<file path="src/rtl/mc_control_fsm.sv">
// -----------------------------------------------------------------------------
// mc_control_fsm
//   Main controller for a multi-cycle MIPS datapath. A Moore FSM walks each
//   instruction through FETCH / DECODE / EXECUTE / MEM / WB. It steers the PC,
//   the memory, the register file and the IR/MDR/A/B/ALUOut stage registers.
//   Memory states stall on mem_ready. A stall that runs too long is aborted
//   back to FETCH. Illegal opcodes and memory aborts are reported on err.
//
// Build option:
//   MC_CONTROL_ADDI_EN  - when defined, opcode 001000 (addi) is executed
//                         through ADDI_EXEC/ADDI_WB. When undefined those states
//                         do not exist and addi is treated as illegal.
//
// Parameters:
//   MEM_TIMEOUT  (1..255) wait cycles a memory state tolerates before abort
//   ERR_STICKY   1 = err holds until reset, 0 = err is a one-cycle pulse
//
// Ports:
//   clk, rst_n     rising-edge clock, asynchronous active-low reset
//   opcode[5:0]    IR[31:26], valid from DECODE onward
//   zero           ALU zero flag (conditional branch)
//   mem_ready      memory completes the current access this cycle
//   pc_en          PC load enable = pc_write | (pc_write_cond & zero)
//   i_or_d         memory address select (0 = PC, 1 = ALUOut)
//   mem_read/mem_write          memory requests
//   ir_write/mdr_write/ab_write/aluout_write   stage-register load enables
//   reg_write, reg_dst, mem_to_reg             register-file write controls
//   alu_src_a, alu_src_b[1:0], alu_op[1:0]     ALU operand/op selects
//   pc_source[1:0] next-PC select (00 ALU, 01 ALUOut, 10 jump target)
//   err            illegal opcode or memory timeout
//   state[3:0]     current state code (debug)
// -----------------------------------------------------------------------------
module mc_control_fsm #(
    parameter int unsigned MEM_TIMEOUT = 255,
    parameter int unsigned ERR_STICKY  = 1
) (
    input  logic       clk,
    input  logic       rst_n,
    input  logic [5:0] opcode,
    input  logic       zero,
    input  logic       mem_ready,
    output logic       pc_en,
    output logic       i_or_d,
    output logic       mem_read,
    output logic       mem_write,
    output logic       ir_write,
    output logic       mdr_write,
    output logic       ab_write,
    output logic       aluout_write,
    output logic       reg_write,
    output logic       reg_dst,
    output logic       mem_to_reg,
    output logic       alu_src_a,
    output logic [1:0] alu_src_b,
    output logic [1:0] alu_op,
    output logic [1:0] pc_source,
    output logic       err,
    output logic [3:0] state
);

    localparam logic [3:0] S_FETCH     = 4'd0;
    localparam logic [3:0] S_DECODE    = 4'd1;
    localparam logic [3:0] S_MEM_ADDR  = 4'd2;
    localparam logic [3:0] S_MEM_READ  = 4'd3;
    localparam logic [3:0] S_MEM_WB    = 4'd4;
    localparam logic [3:0] S_MEM_WRITE = 4'd5;
    localparam logic [3:0] S_R_EXEC    = 4'd6;
    localparam logic [3:0] S_R_WB      = 4'd7;
    localparam logic [3:0] S_BRANCH    = 4'd8;
    localparam logic [3:0] S_JUMP      = 4'd9;
    localparam logic [3:0] S_ILLEGAL   = 4'd15;

    localparam logic [5:0] OP_RTYPE = 6'b000000;
    localparam logic [5:0] OP_J     = 6'b000010;
    localparam logic [5:0] OP_BEQ   = 6'b000100;
    localparam logic [5:0] OP_LW    = 6'b100011;
    localparam logic [5:0] OP_SW    = 6'b101011;

`ifdef MC_CONTROL_ADDI_EN
    localparam logic [3:0] S_ADDI_EXEC = 4'd10;
    localparam logic [3:0] S_ADDI_WB   = 4'd11;
    localparam logic [5:0] OP_ADDI     = 6'b001000;
`endif

    // Compared against count+1, so one extra bit avoids wrap at 255.
    localparam logic [8:0] TIMEOUT_C    = 9'(MEM_TIMEOUT);
    localparam logic       ERR_STICKY_C = (ERR_STICKY != 32'd0);

    logic [3:0] state_r;
    logic [3:0] state_nxt_s;
    logic [7:0] wait_cnt_r;
    logic       err_r;
    logic       wait_state_s;
    logic       timeout_s;
    logic       err_event_s;
    logic       pc_write_s;
    logic       pc_write_cond_s;

    // The states that hold for a memory handshake.
    assign wait_state_s = (state_r == S_FETCH) || (state_r == S_MEM_READ) ||
                          (state_r == S_MEM_WRITE);

    // The abort fires on the wait cycle that brings the count up to MEM_TIMEOUT.
    // A ready in that same cycle takes priority.
    assign timeout_s = wait_state_s && !mem_ready &&
                       (({1'b0, wait_cnt_r} + 9'd1) == TIMEOUT_C);

    assign err_event_s = timeout_s || (state_nxt_s == S_ILLEGAL);

    // State register.
    always_ff @(posedge clk or negedge rst_n) begin
        if (!rst_n) begin
            state_r <= S_FETCH;
        end else begin
            state_r <= state_nxt_s;
        end
    end

    // Wait counter. It is zero whenever no stall is in progress, so every
    // entry to a memory state (including re-entry after an abort) starts at 0.
    always_ff @(posedge clk or negedge rst_n) begin
        if (!rst_n) begin
            wait_cnt_r <= 8'd0;
        end else if (wait_state_s && !mem_ready && !timeout_s) begin
            wait_cnt_r <= wait_cnt_r + 8'd1;
        end else begin
            wait_cnt_r <= 8'd0;
        end
    end

    // Error flag. It is raised on the edge that enters ILLEGAL or that takes
    // a timeout abort.
    always_ff @(posedge clk or negedge rst_n) begin
        if (!rst_n) begin
            err_r <= 1'b0;
        end else if (ERR_STICKY_C) begin
            err_r <= err_r | err_event_s;
        end else begin
            err_r <= err_event_s;
        end
    end

    // Next-state logic.
    always_comb begin
        state_nxt_s = S_FETCH;
        case (state_r)
            S_FETCH: begin
                // A timeout re-enters FETCH. The counter restarts on its own.
                if (mem_ready) begin
                    state_nxt_s = S_DECODE;
                end else begin
                    state_nxt_s = S_FETCH;
                end
            end
            S_DECODE: begin
                case (opcode)
                    OP_LW, OP_SW: state_nxt_s = S_MEM_ADDR;
                    OP_RTYPE:     state_nxt_s = S_R_EXEC;
                    OP_BEQ:       state_nxt_s = S_BRANCH;
                    OP_J:         state_nxt_s = S_JUMP;
`ifdef MC_CONTROL_ADDI_EN
                    OP_ADDI:      state_nxt_s = S_ADDI_EXEC;
`endif
                    default:      state_nxt_s = S_ILLEGAL;
                endcase
            end
            S_MEM_ADDR: begin
                if (opcode == OP_SW) begin
                    state_nxt_s = S_MEM_WRITE;
                end else begin
                    state_nxt_s = S_MEM_READ;
                end
            end
            S_MEM_READ: begin
                if (mem_ready) begin
                    state_nxt_s = S_MEM_WB;
                end else if (timeout_s) begin
                    state_nxt_s = S_FETCH;
                end else begin
                    state_nxt_s = S_MEM_READ;
                end
            end
            S_MEM_WRITE: begin
                if (mem_ready || timeout_s) begin
                    state_nxt_s = S_FETCH;
                end else begin
                    state_nxt_s = S_MEM_WRITE;
                end
            end
            S_R_EXEC:    state_nxt_s = S_R_WB;
`ifdef MC_CONTROL_ADDI_EN
            S_ADDI_EXEC: state_nxt_s = S_ADDI_WB;
`endif
            // Write-back, BRANCH, JUMP, ILLEGAL and the unused codes all
            // return to FETCH.
            default:     state_nxt_s = S_FETCH;
        endcase
    end

    // Output decode. The outputs come from the state. Only the handshake
    // completions in FETCH/MEM_READ look at mem_ready.
    always_comb begin
        i_or_d          = 1'b0;
        mem_read        = 1'b0;
        mem_write       = 1'b0;
        ir_write        = 1'b0;
        mdr_write       = 1'b0;
        ab_write        = 1'b0;
        aluout_write    = 1'b0;
        reg_write       = 1'b0;
        reg_dst         = 1'b0;
        mem_to_reg      = 1'b0;
        alu_src_a       = 1'b0;
        alu_src_b       = 2'b00;
        alu_op          = 2'b00;
        pc_source       = 2'b00;
        pc_write_s      = 1'b0;
        pc_write_cond_s = 1'b0;
        case (state_r)
            S_FETCH: begin
                mem_read   = 1'b1;
                alu_src_b  = 2'b01;
                ir_write   = mem_ready;
                pc_write_s = mem_ready;
            end
            S_DECODE: begin
                ab_write     = 1'b1;
                aluout_write = 1'b1;
                alu_src_b    = 2'b11;
            end
            S_MEM_ADDR: begin
                alu_src_a    = 1'b1;
                alu_src_b    = 2'b10;
                aluout_write = 1'b1;
            end
            S_MEM_READ: begin
                mem_read  = 1'b1;
                i_or_d    = 1'b1;
                mdr_write = mem_ready;
            end
            S_MEM_WB: begin
                reg_write  = 1'b1;
                mem_to_reg = 1'b1;
            end
            S_MEM_WRITE: begin
                mem_write = 1'b1;
                i_or_d    = 1'b1;
            end
            S_R_EXEC: begin
                alu_src_a    = 1'b1;
                alu_op       = 2'b10;
                aluout_write = 1'b1;
            end
            S_R_WB: begin
                reg_write = 1'b1;
                reg_dst   = 1'b1;
            end
            S_BRANCH: begin
                alu_src_a       = 1'b1;
                alu_op          = 2'b01;
                pc_write_cond_s = 1'b1;
                pc_source       = 2'b01;
            end
            S_JUMP: begin
                pc_write_s = 1'b1;
                pc_source  = 2'b10;
            end
`ifdef MC_CONTROL_ADDI_EN
            S_ADDI_EXEC: begin
                alu_src_a    = 1'b1;
                alu_src_b    = 2'b10;
                aluout_write = 1'b1;
            end
            S_ADDI_WB: begin
                reg_write = 1'b1;
            end
`endif
            // ILLEGAL and the unused codes drive nothing.
            default: begin
                pc_write_s = 1'b0;
            end
        endcase
    end

    assign pc_en = pc_write_s | (pc_write_cond_s & zero);
    assign err   = err_r;
    assign state = state_r;

endmodule

</file>
<file path="config.mk">
export PLATFORM = sky130hd
export DESIGN_NAME = mc_control_fsm
export DESIGN_NICKNAME = d
export VERILOG_FILES = /design/src/rtl/mc_control_fsm.sv
export SDC_FILE = /design/constraint.sdc
export NUM_CORES = 1
export LEC_CHECK = 0
export ABC_AREA = 1
export BUFFER_PORTS_ARGS = -buffer_cell sky130_fd_sc_hd__buf_2
export CORE_MARGIN = 4
export CORE_UTILIZATION = 50
export CTS_CLUSTER_DIAMETER = 60
export DETAILED_ROUTE_END_ITERATION = 12
export PLACE_DENSITY = 0.79
export SKIP_CTS_REPAIR_TIMING = 1
export SKIP_LAST_GASP = 1
export SLEW_MARGIN = 20
export SYNTH_ARGS = -nofsm -noshare
export SYNTH_HDL_FRONTEND = slang
export SYNTH_SLANG_ARGS = --single-unit
</file>
<file path="constraint.sdc">
create_clock -name clk -period 1.6 [get_ports clk]
set_input_delay 0.16 -clock clk [delete_from_list [all_inputs] [get_ports clk]]
set_output_delay 0.16 -clock clk [all_outputs]
set_load 0.005 [all_outputs]
</file>
==> summary.md, run 1 <==
| Metric | Value |
|---|---|
| Final setup violation count | 13 |
| Multi-input gate area | 687 sq um |
| Maxcap violations | 0 |
| Clock sinks | 13 |
| Die span in y | 53.3 um |
| CP Launch Type | flop |
| Final setup margin | -0.0981 ns |
| Library cells used by synthesis | 21 |
| Nets | 212 |
| Register area share after synthesis | 31.7% |
| Top cells by area, synth | dfrtp_1, nand2_1, inv_1 |
| Synth Net Count | 163 |
| Global-route wire length before repair | 4240 um |
| Cells after synthesis | 151 |
| Crit. End Element | flop |
| Die width | 53.3 um |
| Pwr dens | 1480 nW/um^2 |
| Tightest Hold Check Type | primary input to flop |
| Final Wtd Congestion | 0.837 |
| Worst-path clk slew | 0.08 ns |
| Clk_lat worst skew | 0.29 ns |
| LEAKAGE | 0.764 nW |
| CTS buffer count | 3 |
| RR Startpoint | wait_cnt_r[1]$_DFF_PN0_ |
| Skew final | 0.00427 ns |
| Initial antenna violation count | 0 |
| Antenna Violating Nets Remaining | 0 |
| RSZ-0062 raised after global routing | yes |
| Fraction of layout cells with a size suffix above 1 | 48.7% |
| Final wirelength | 3210 um |
| Syn. warnings | 0 |
| CP arrival | 1.89 ns |
| Clock Power Share | 9.9% |
| FILL cells | 155 |
| WL per Instance | 14.2 um |
| Initial Utilization | 52.4% |
| Area leader, netlist | dfrtp_1 |
| Internal power | 1.11 mW |
| PortBufs | 32 |
| Max frequency | 589 MHz |
| Switching Fraction | 48.8% |
| Mapped Area | 1030 sq um |
| DRC violations left | 0 |
| GRT Total Usage | 20.3% |
| Design Power | 2.17 mW |
| Share of the synthesized area in the top cell type | 31.7% |
| # rows | 16 |
| Drt pass-1 iters | 4 |
| Worst R2R End | err$_DFF_PN0_ |
| Worst Hold End | wait_cnt_r[7]$_DFF_PN0_ |
| Slew Limit Headroom | 80.5% |
| Required time of the critical path | 1.79 ns |
| Critical path class | flop to flop |
| Min Hold Slack | 0.191 ns |
| NetSw | 1.06 mW |
| Post-route minimum period | 1.70 ns |
| Max-slew violation count | 0 |
| Hold Path Depth | 4 |
| Area post-placement | 1240 sq um |
| Fin util | 74.5% |
| H-tree Lvls | 1 |
| Max IR drop VDD | 0.00124 V |
| Die area | 2840 sq um |
| Post-DP HPWL | 2080 um |
| Reg area | 332 sq um |
| Root Driver | clkbuf_4 |
| Area Overhead vs Synth | 42.3% |
| Vias | 1171 |
| Drt via density | 5.18 |
| Initial drt markers | 24 |
| Seq cells post-synth | 13 |
| Logic pwr share | 65.1% |
| Failing checks | setup timing |
| Reg2reg path depth | 11 |
| Synth Area per Inst | 6.80 sq um |
| Crit-path max FO | 4 |
| Antenna Cells | 0 |
| Slew @ Worst Pin | 0.293 ns |
| CTS tree | yes |
| Worst Hold Launch | mem_ready |
| Sequential share of power | 24.9% |
| Worst reg-to-reg setup slack | -0.1 ns |
| Vias in the first global route | 1003 |
| Fin. Hold Viols | 0 |
| Part of the cycle the worst path needs | 106% |
| IO Pins | 33 |
| Finished Cell Area | 1460 sq um |
| Largest net degree at the start of global routing | 14 |
| TNS Setup | -0.430 ns |
| Clock buffer depth | 2 |
| Status | finished, violations left |
| Core area | 1960 sq um |
| GRT Residual Overflow | 0 |
-- per-layer routing --
layer / global-route usage (%) / vias up / routed length (um)
met5: 0 / - / 0
met4: 4.26 / 0 / 68
met3: 4.51 / 10 / 191
met2: 36.3 / 43 / 1800
met1: 24.3 / 553 / 1150
li1: - / 565 / -
-- layout make-up --
cell class,instances,share of cell area [%]
clock buffers,4,1.80
flip-flops and latches,13,22.7
multi-input cells,107,47.0
well taps,27,2.31
inverters,30,7.88
repair buffers,45,18.3
-- synth_stat cells --
library cell,n
nor3_1,3
nor2_1,27
o21a_1,1
nand3_1,9
inv_2,3
nand2_1,28
nand3_2,4
inv_1,27
nand4_1,5
buf_6,1
dfrtp_1,13
nor2_2,2
nand2_4,1
nor2_4,5
o21ai_0,3
o21ai_1,1
nor2_8,1
ha_1,2
a21oi_1,5
nand2_2,8
o22ai_1,2
-- flip-flops by register name, indices dropped and copies added, names as in the netlist --
name / cells
wait_cnt_r: 8
state: 4
err: 1
-- how the worst max path moves through the flow --
stage | endpoint | from | slack, ns
after floorplan | err$_DFF_PN0_ | wait_cnt_r[0]$_DFF_PN0_ | 0.13
after global placement | err$_DFF_PN0_ | wait_cnt_r[0]$_DFF_PN0_ | 0.14
after detailed placement | err$_DFF_PN0_ | wait_cnt_r[0]$_DFF_PN0_ | 0.05
after CTS | pc_en | state[2]$_DFF_PN0_ | -0.19
after global routing | err$_DFF_PN0_ | wait_cnt_r[1]$_DFF_PN0_ | -0.16
final | err$_DFF_PN0_ | wait_cnt_r[1]$_DFF_PN0_ | -0.1
-- metrics by stage --
step,worst slack [ns],std cells
2_1_floorplan,0.132,151
3_3_place_gp,0.141,213
3_5_place_dp,0.0450,213
4_1_cts,-0.186,217
5_1_grt,-0.165,226
6_report,-0.0981,226
-- power by group through the flow --
| stage | registers [mW] | clock network (mW) | logic, mW |
|---|---|---|---|
| after global routing | 0.554 | 0.226 | 1.54 |
| after CTS | 0.503 | 0.210 | 1.11 |
| final | 0.540 | 0.215 | 1.41 |
| after detailed placement | 0.509 | 0 | 1.11 |
| after floorplan | 0.500 | 0 | 0.703 |
| after global placement | 0.508 | 0 | 1.09 |
-- critical path: stages, from the launching register on --
cell	delay, ns
dfrtp_1	0.44
ha_4	0.21
nand3_1	0.09
nand2_1	0.09
nand2_1	0.10
nand3_2	0.12
nor2_4	0.15
nand3_2	0.11
nand3_2	0.12
nand2_2	0.06
nand2_1	0.06
nand2_1	0.04
-- cell usage in the layout, fill, tap and decap left out, types with 3 or more instances in the layout --
master / instances
nand4_1: 5
a21oi_1: 4
dfrtp_1: 8
nand2_1: 24
buf_4: 10
clkbuf_4: 3
inv_1: 22
nand3_2: 6
nor2_4: 8
inv_2: 7
nor2_1: 24
dfrtp_2: 5
nand3_1: 6
nand2_2: 11
buf_2: 32
-- logic make-up (layout without fill, tap and decap cells) --
group	count (synthesis)	count (layout)	share of synthesized area (%)
AO/OA/AOI/OAI	12	12	6.33
AND/OR/NAND/NOR	93	93	47.5
flip-flops	13	13	31.7
adder cells (fa/ha/maj)	2	2	2.44
buffers and inverters	31	79	12.1
Note: power is estimated with default switching activity, not from simulation.
==> run 2, diff against run 1 <==
--- a/config.mk
+++ b/config.mk
@@ -5,13 +5,12 @@
 export SDC_FILE = /design/constraint.sdc
 export NUM_CORES = 1
 export LEC_CHECK = 0
-export ABC_AREA = 1
 export BUFFER_PORTS_ARGS = -buffer_cell sky130_fd_sc_hd__buf_2
 export CORE_MARGIN = 4
-export CORE_UTILIZATION = 50
+export CORE_UTILIZATION = 48
 export CTS_CLUSTER_DIAMETER = 60
 export DETAILED_ROUTE_END_ITERATION = 12
-export PLACE_DENSITY = 0.79
+export PLACE_DENSITY = 0.78
 export SKIP_CTS_REPAIR_TIMING = 1
 export SKIP_LAST_GASP = 1
 export SLEW_MARGIN = 20
==> summary.md, run 2 <==
| Metric | Value |
|---|---|
| Slowest stage cell, crit path | or4_4 (was dfrtp_1) |
| Most frequent cells in the layout | buf_2, buf_4, dfrtp_1 (was buf_2, nand2_1, nor2_1) |
| LEAKAGE | 0.678 nW (was 0.764 nW) |
| CTS buffer count | 3 (unchanged) |
| CP cell instances | ha_4, xnor2_4, nor3_2, nor2b_4, or4_4, nor2_2 (was ha_4, nand3_1, nand2_1, nand2_1, nand3_2, nor2_4, nand3_2, nand3_2, nand2_2, nand2_1, nand2_1) |
| TNS Setup | -2.35 ns (was -0.430 ns) |
| Top cells by area, synth | dfrtp_1, nor2_1, nor3_1 (was dfrtp_1, nand2_1, inv_1) |
| Pwr dens | 1550 nW/um^2 (was 1480 nW/um^2) |
| Status | finished, violations left (unchanged) |
| Die span in y | 51.8 um (was 53.3 um) |
| Compound-gate portion of the synthesized area | 10.6% (was 6.33%) |
| Die width | 51.8 um (was 53.3 um) |
| Post-Synth Adder-Cell Area | 2.72% (was 2.44%) |
| Drt pass-1 iters | 4 (unchanged) |
| CTS tree | yes (unchanged) |
| Failing checks | setup timing (unchanged) |
| Initial drt markers | 34 (was 24) |
| Inst Count DP | 173 (was 213) |
| Post-synth EDFFs | 0 (unchanged) |
| Max frequency | 542 MHz (was 589 MHz) |
| IO Pins | 33 (unchanged) |
| Clock sinks | 13 (unchanged) |
| Required time of the critical path | 1.80 ns (was 1.79 ns) |
| Cells after synthesis | 110 (was 151) |
| Worst-path clk slew | 0.07 ns (was 0.08 ns) |
| Largest family of logic cells by synthesized area | simple AND/OR/NAND/NOR gates (unchanged) |
| Buf+Inv Stages, Crit Path | 0 (unchanged) |
| Post-DP HPWL | 1900 um (was 2080 um) |
| Largest register FFs | 8 (unchanged) |
| Final wirelength | 3240 um (was 3210 um) |
| Area Overhead vs Synth | 57.5% (was 42.3%) |
| DRC violations left | 0 (unchanged) |
| GRT Total Usage | 19.8% (was 20.3%) |
| Synth Net Count | 122 (was 163) |
| Final Wtd Congestion | 0.781 (was 0.837) |
| CP max stage delay | 0.59 ns (was 0.44 ns) |
| Maxcap violations | 0 (unchanged) |
| Vias in the first global route | 916 (was 1003) |
| Share of the synthesized area in the top cell type | 35.3% (was 31.7%) |
| Fin. Hold Viols | 0 (unchanged) |
| Critical path's top delay family | simple AND/OR/NAND/NOR gates (unchanged) |
| Seq cells post-synth | 13 (unchanged) |
| Fraction of layout cells with a size suffix above 1 | 55.4% (was 48.7%) |
| Clk_lat worst skew | 0.27 ns (was 0.29 ns) |
| Antenna Violating Nets Remaining | 0 (unchanged) |
| Slew @ Worst Pin | 0.347 ns (was 0.293 ns) |
| Critical path class | flop to flop (unchanged) |
| H-tree Lvls | 1 (unchanged) |
| Post-synthesis xor/xnor area fraction | 7.61% (was 0%) |
| Register area share after synthesis | 35.3% (was 31.7%) |
| NetSw | 0.984 mW (was 1.06 mW) |
| Logic pwr share | 67.9% (was 65.1%) |
| Mux cell area share after synthesis | 1.09% (was 0%) |
| GRT Residual Overflow | 0 (unchanged) |
| Simple-gate area share of the yosys netlist | 37.4% (was 47.5%) |
| Clock Power Share | 8.7% (was 9.9%) |
| RSZ-0062 raised after global routing | yes (unchanged) |
| Die area | 2680 sq um (was 2840 sq um) |
| Largest net degree at the start of global routing | 15 (was 14) |
| PortBufs | 32 (unchanged) |
| Vias | 1069 (was 1171) |
| Crit. End Element | flop (unchanged) |
| Slew Limit Headroom | 76.6% (was 80.5%) |
| Global-route wire length before repair | 3970 um (was 4240 um) |
| Crit-path max FO | 8 (was 4) |
| Max-slew violation count | 0 (unchanged) |
| Mapped Area | 921 sq um (was 1030 sq um) |
| Final setup violation count | 14 (was 13) |
| # rows | 15 (was 16) |
| Part of the cycle the worst path needs | 115% (was 106%) |
| Synth Flop Type | dfrtp_1 (unchanged) |
| WL per Instance | 17.0 um (was 14.2 um) |
| Commonest non-fill, non-tap cell in the layout | buf_2 (unchanged) |
| Fin cells | 191 (was 226) |
| Antenna Cells | 0 (unchanged) |
| Drt via density | 5.60 (was 5.18) |
| CP Launch Type | flop (unchanged) |
| Nets | 179 (was 212) |
| Post-route minimum period | 1.85 ns (was 1.70 ns) |
| Core area | 1760 sq um (was 1960 sq um) |
| Tightest Hold Check Type | primary input to flop (unchanged) |
| Syn. warnings | 0 (unchanged) |
| FILL cells | 111 (was 155) |
| Area leader, netlist | dfrtp_1 (unchanged) |
| Max IR drop VDD | 0.00105 V (was 0.00124 V) |
| CP arrival | 2.05 ns (was 1.89 ns) |
| Most frequent cells after synthesis | dfrtp_1, nor2_1, nand2_1 (was nand2_1, inv_1, nor2_1) |
| Top reg by flops | wait_cnt_r (unchanged) |
| Switching Fraction | 43.7% (was 48.8%) |
| Synth async-reset ratio | 100% (unchanged) |
| Sequential share of power | 23.3% (was 24.9%) |
| Internal power | 1.27 mW (was 1.11 mW) |
| Clock buffer depth | 2 (unchanged) |
| Final setup margin | -0.246 ns (was -0.0981 ns) |
| Initial Utilization | 52.2% (was 52.4%) |
| Skew final | 0.00186 ns (was 0.00427 ns) |
| Initial antenna violation count | 0 (unchanged) |
| Synth Area per Inst | 8.37 sq um (was 6.80 sq um) |
| Root Driver | clkbuf_4 (unchanged) |
| Library cells used by synthesis | 35 (was 21) |
==> run 2: changes by cell type after synthesis, moves of 5 or more <==
cell,change
nand4_1,-5
nor2_1,-14
inv_1,-22
nand2_2,-8
nand2_1,-19
nor3_1,+5
==> run 2: cells by family after synthesis <==
family / after synthesis
multiplexers: 1
AND/OR/NAND/NOR: 62
adder cells (fa/ha/maj): 2
flip-flops: 13
buffers and inverters: 10
AO/OA/AOI/OAI: 14
XOR/XNOR: 8
==> run 2: cell type report <==
class                           count  area (sq um)  share of cell area [%]
Clock buffer                        4          26.3                    1.81
Tap cell                           25          31.3                    2.16
Multi-Input combinational cell     87           674                    46.5
Sequential cell                    13           329                    22.7
Inverter                            5          18.8                    1.29
Timing Repair Buffer               57           370                    25.5
==> run 2: power by group through the flow <==
stage | sequential (mW) | clock, mW | combinational, mW
global route | 0.539 | 0.223 | 1.64
global placement | 0.493 | 0 | 1.06
CTS | 0.497 | 0.205 | 1.09
detailed placement | 0.504 | 0 | 1.09
floorplan | 0.486 | 0 | 0.646
finish | 0.526 | 0.197 | 1.53
==> run 2: worst register-to-register path: cells and delay by family (launching register included) <==
family | cells | cell delay, ns
xor+xnor | 1 | 0.17
fa+ha+maj | 1 | 0.20
flops | 1 | 0.46
simple gates | 4 | 0.94
==> run 2: metal layers <==
metal	global-route usage (%)	routed length (um)	up-vias
met5	0	0	-
met4	6.11	35	0
met3	4.87	195	5
met2	36.2	1760	54
met1	22.4	1250	513
li1	-	-	497
==> run 2: path summary, 6_finish.rpt <==
kind | from | to | cells past startpoint | slack, ns
max in group asynchronous | rst_n | state[3]$_DFF_PN0_ | 2 | 1.03
hold reg to reg | err$_DFF_PN0_ | err$_DFF_PN0_ | 1 | 0.48
min in group asynchronous | rst_n | state[2]$_DFF_PN0_ | 2 | 0.32
setup / recovery | wait_cnt_r[0]$_DFF_PN0_ | wait_cnt_r[2]$_DFF_PN0_ | 6 | -0.25
setup reg to reg | wait_cnt_r[0]$_DFF_PN0_ | wait_cnt_r[2]$_DFF_PN0_ | 6 | -0.25
hold / removal | mem_ready | state[0]$_DFF_PN0_ | 2 | 0.27
==> run 2: stage by stage <==
stage	total power [mW]	hold slack (ns)	instance area [sq um]	utilization [%]	setup WS, ns
floorplan	1.13	-0.136	931	-	-0.111
global placement	1.55	0.0535	1170	66.6	-0.108
detailed placement	1.59	0.0566	1170	66.6	-0.182
CTS	1.79	-0.245	1200	68.1	-0.238
global route	2.40	0.291	1450	82.2	-0.284
finish	2.25	0.267	1450	82.2	-0.246
==> run 3, diff against run 2 <==
--- a/config.mk
+++ b/config.mk
@@ -10,7 +10,9 @@
 export CORE_UTILIZATION = 48
 export CTS_CLUSTER_DIAMETER = 60
 export DETAILED_ROUTE_END_ITERATION = 12
+export GPL_TIMING_DRIVEN = 0
 export PLACE_DENSITY = 0.78
+export SETUP_SLACK_MARGIN = 0.4
 export SKIP_CTS_REPAIR_TIMING = 1
 export SKIP_LAST_GASP = 1
 export SLEW_MARGIN = 20
==> summary.md, run 3 (synthesis results as in run 2) <==
| Metric | Value |
|---|---|
| Die area | 2680 sq um (unchanged) |
| Nets | 181 (was 179) |
| Critical path class | flop to flop (unchanged) |
| RSZ-0062 raised after global routing | yes (unchanged) |
| Pre-CTS WS | -0.258 ns (was -0.182 ns) |
| Required time of the critical path | 1.81 ns (was 1.80 ns) |
| Slew @ Worst Pin | 0.394 ns (was 0.347 ns) |
| # rows | 15 (unchanged) |
| Post-route minimum period | 1.93 ns (was 1.85 ns) |
| PortBufs | 32 (unchanged) |
| Die width | 51.8 um (unchanged) |
| Drt via density | 6.70 (was 5.60) |
| Fin. Hold Viols | 0 (unchanged) |
| Max frequency | 519 MHz (was 542 MHz) |
| Clock sinks | 13 (unchanged) |
| Area Overhead vs Synth | 77.7% (was 57.5%) |
| Clk_lat worst skew | 0.30 ns (was 0.27 ns) |
| Skew final | 0.0129 ns (was 0.00186 ns) |
| Final setup violation count | 21 (was 14) |
| Initial Utilization | 52.2% (unchanged) |
| Crit-path max FO | 8 (unchanged) |
| Final setup margin | -0.326 ns (was -0.246 ns) |
| Final Wtd Congestion | 0.813 (was 0.781) |
| Global-route wire length before repair | 4050 um (was 3970 um) |
| Worst reg-to-reg setup slack | -0.33 ns (was -0.25 ns) |
| DRC violations left | 0 (unchanged) |
| CTS tree | yes (unchanged) |
| CP Launch Type | flop (unchanged) |
| Most frequent cells in the layout | buf_2, buf_4, buf_6, nor2_1, dfrtp_1 (was buf_2, buf_4, dfrtp_1) |
| Die span in y | 51.8 um (unchanged) |
| CP arrival | 2.13 ns (was 2.05 ns) |
| Top reg by flops | wait_cnt_r (unchanged) |
| GRT Total Usage | 20.0% (was 19.8%) |
| Crit. End Element | flop (unchanged) |
| Max IR drop VDD | 0.00132 V (was 0.00105 V) |
| WL per Instance | 24.0 um (was 17.0 um) |
| Vias in the first global route | 868 (was 916) |
| Initial antenna violation count | 0 (unchanged) |
| Part of the cycle the worst path needs | 120% (was 115%) |
| Slew Limit Headroom | 73.5% (was 76.6%) |
| CTS buffer count | 3 (unchanged) |
| Failing checks | setup timing (unchanged) |
| Core area | 1760 sq um (unchanged) |
| Clock buffer depth | 2 (unchanged) |
| GRT Residual Overflow | 0 (unchanged) |
| H-tree Lvls | 1 (unchanged) |
| LEAKAGE | 0.733 nW (was 0.678 nW) |
| Commonest non-fill, non-tap cell in the layout | buf_2 (unchanged) |
| Max-slew violation count | 0 (unchanged) |
| Vias | 1293 (was 1069) |
| IO Pins | 33 (unchanged) |
| Fraction of layout cells with a size suffix above 1 | 65.5% (was 55.4%) |
| Fin cells | 193 (was 191) |
| FILL cells | 66 (was 111) |
| Initial drt markers | 128 (was 34) |
| Largest net degree at the start of global routing | 14 (was 15) |
| Final wirelength | 4640 um (was 3240 um) |
| Maxcap violations | 0 (unchanged) |
| Antenna Cells | 0 (unchanged) |
| Tightest Hold Check Type | primary input to flop (unchanged) |
| Post-DP HPWL | 1890 um (was 1900 um) |
| Inst Count DP | 167 (was 173) |
| Largest register FFs | 8 (unchanged) |
| Antenna Violating Nets Remaining | 0 (unchanged) |
| Pwr dens | 1770 nW/um^2 (was 1550 nW/um^2) |
| Status | finished, violations left (unchanged) |
| Drt pass-1 iters | 5 (was 4) |
| Worst-path clk slew | 0.09 ns (was 0.07 ns) |
| Root Driver | clkbuf_4 (unchanged) |
run 3: per-layer routing:
| metal | GRT usage, % | up-vias | share of wire (%) |
|---|---|---|---|
| met5 | 0 | - | 0 |
| met4 | 3.93 | 0 | 9.0 |
| met3 | 4.58 | 55 | 12 |
| met2 | 34.3 | 145 | 46 |
| met1 | 25.5 | 590 | 33 |
| li1 | - | 503 | - |
run 3: where the power goes:
group / total [mW] / internal (mW) / switching, mW
logic: 2.12 / 1.03 / 1.09
clock network: 0.219 / 0.0932 / 0.126
registers: 0.555 / 0.412 / 0.142
run 3: layout make-up:
class / instances / area, sq um / share of cell area, %
buffer: 5 / 71.3 / 4.36
clock inverter: 1 / 5.00 / 0.306
sequential: 13 / 332 / 20.3
inverter: 5 / 21.3 / 1.30
tap: 25 / 31.3 / 1.91
timing repair buffer: 54 / 374 / 22.9
clock buffer: 3 / 22.5 / 1.38
multi-input combinational: 87 / 779 / 47.6
run 3: path summary, 6_finish.rpt:
kind	from	end	depth (start not counted)
worst max-delay path	wait_cnt_r[1]$_DFF_PN0_	wait_cnt_r[0]$_DFF_PN0_	7
worst min-delay path	mem_ready	state[0]$_DFF_PN0_	2
worst max register to register	wait_cnt_r[1]$_DFF_PN0_	wait_cnt_r[0]$_DFF_PN0_	7
worst min register to register	err$_DFF_PN0_	err$_DFF_PN0_	1
max in group asynchronous	rst_n	wait_cnt_r[0]$_DFF_PN0_	2
min in group asynchronous	rst_n	state[2]$_DFF_PN0_	2
run 3: through the flow:
| step | setup TNS, ns | hold WS (ns) | util [%] | power (mW) | cell area (sq um) |
|---|---|---|---|---|---|
| 2_1_floorplan | -0.825 | -0.136 | - | 1.29 | 1010 |
| 3_3_place_gp | -1.52 | 0.0569 | 68.1 | 1.65 | 1200 |
| 3_5_place_dp | -2.05 | 0.0640 | 68.1 | 1.70 | 1200 |
| 4_1_cts | -2.66 | -0.245 | 69.6 | 1.91 | 1230 |
| 5_1_grt | -4.82 | 0.237 | 92.8 | 2.97 | 1640 |
| 6_report | -3.70 | 0.217 | 92.8 | 2.90 | 1640 |
run 3: worst max-delay path, cell delays in order, from the launching register on:
cell and delay [ns]:
dfrtp_1 0.45, ha_4 0.21, xnor2_2 0.16, nor3_2 0.07
nor2b_2 0.17, or4_4 0.50, buf_8 0.17, nor2_1 0.12
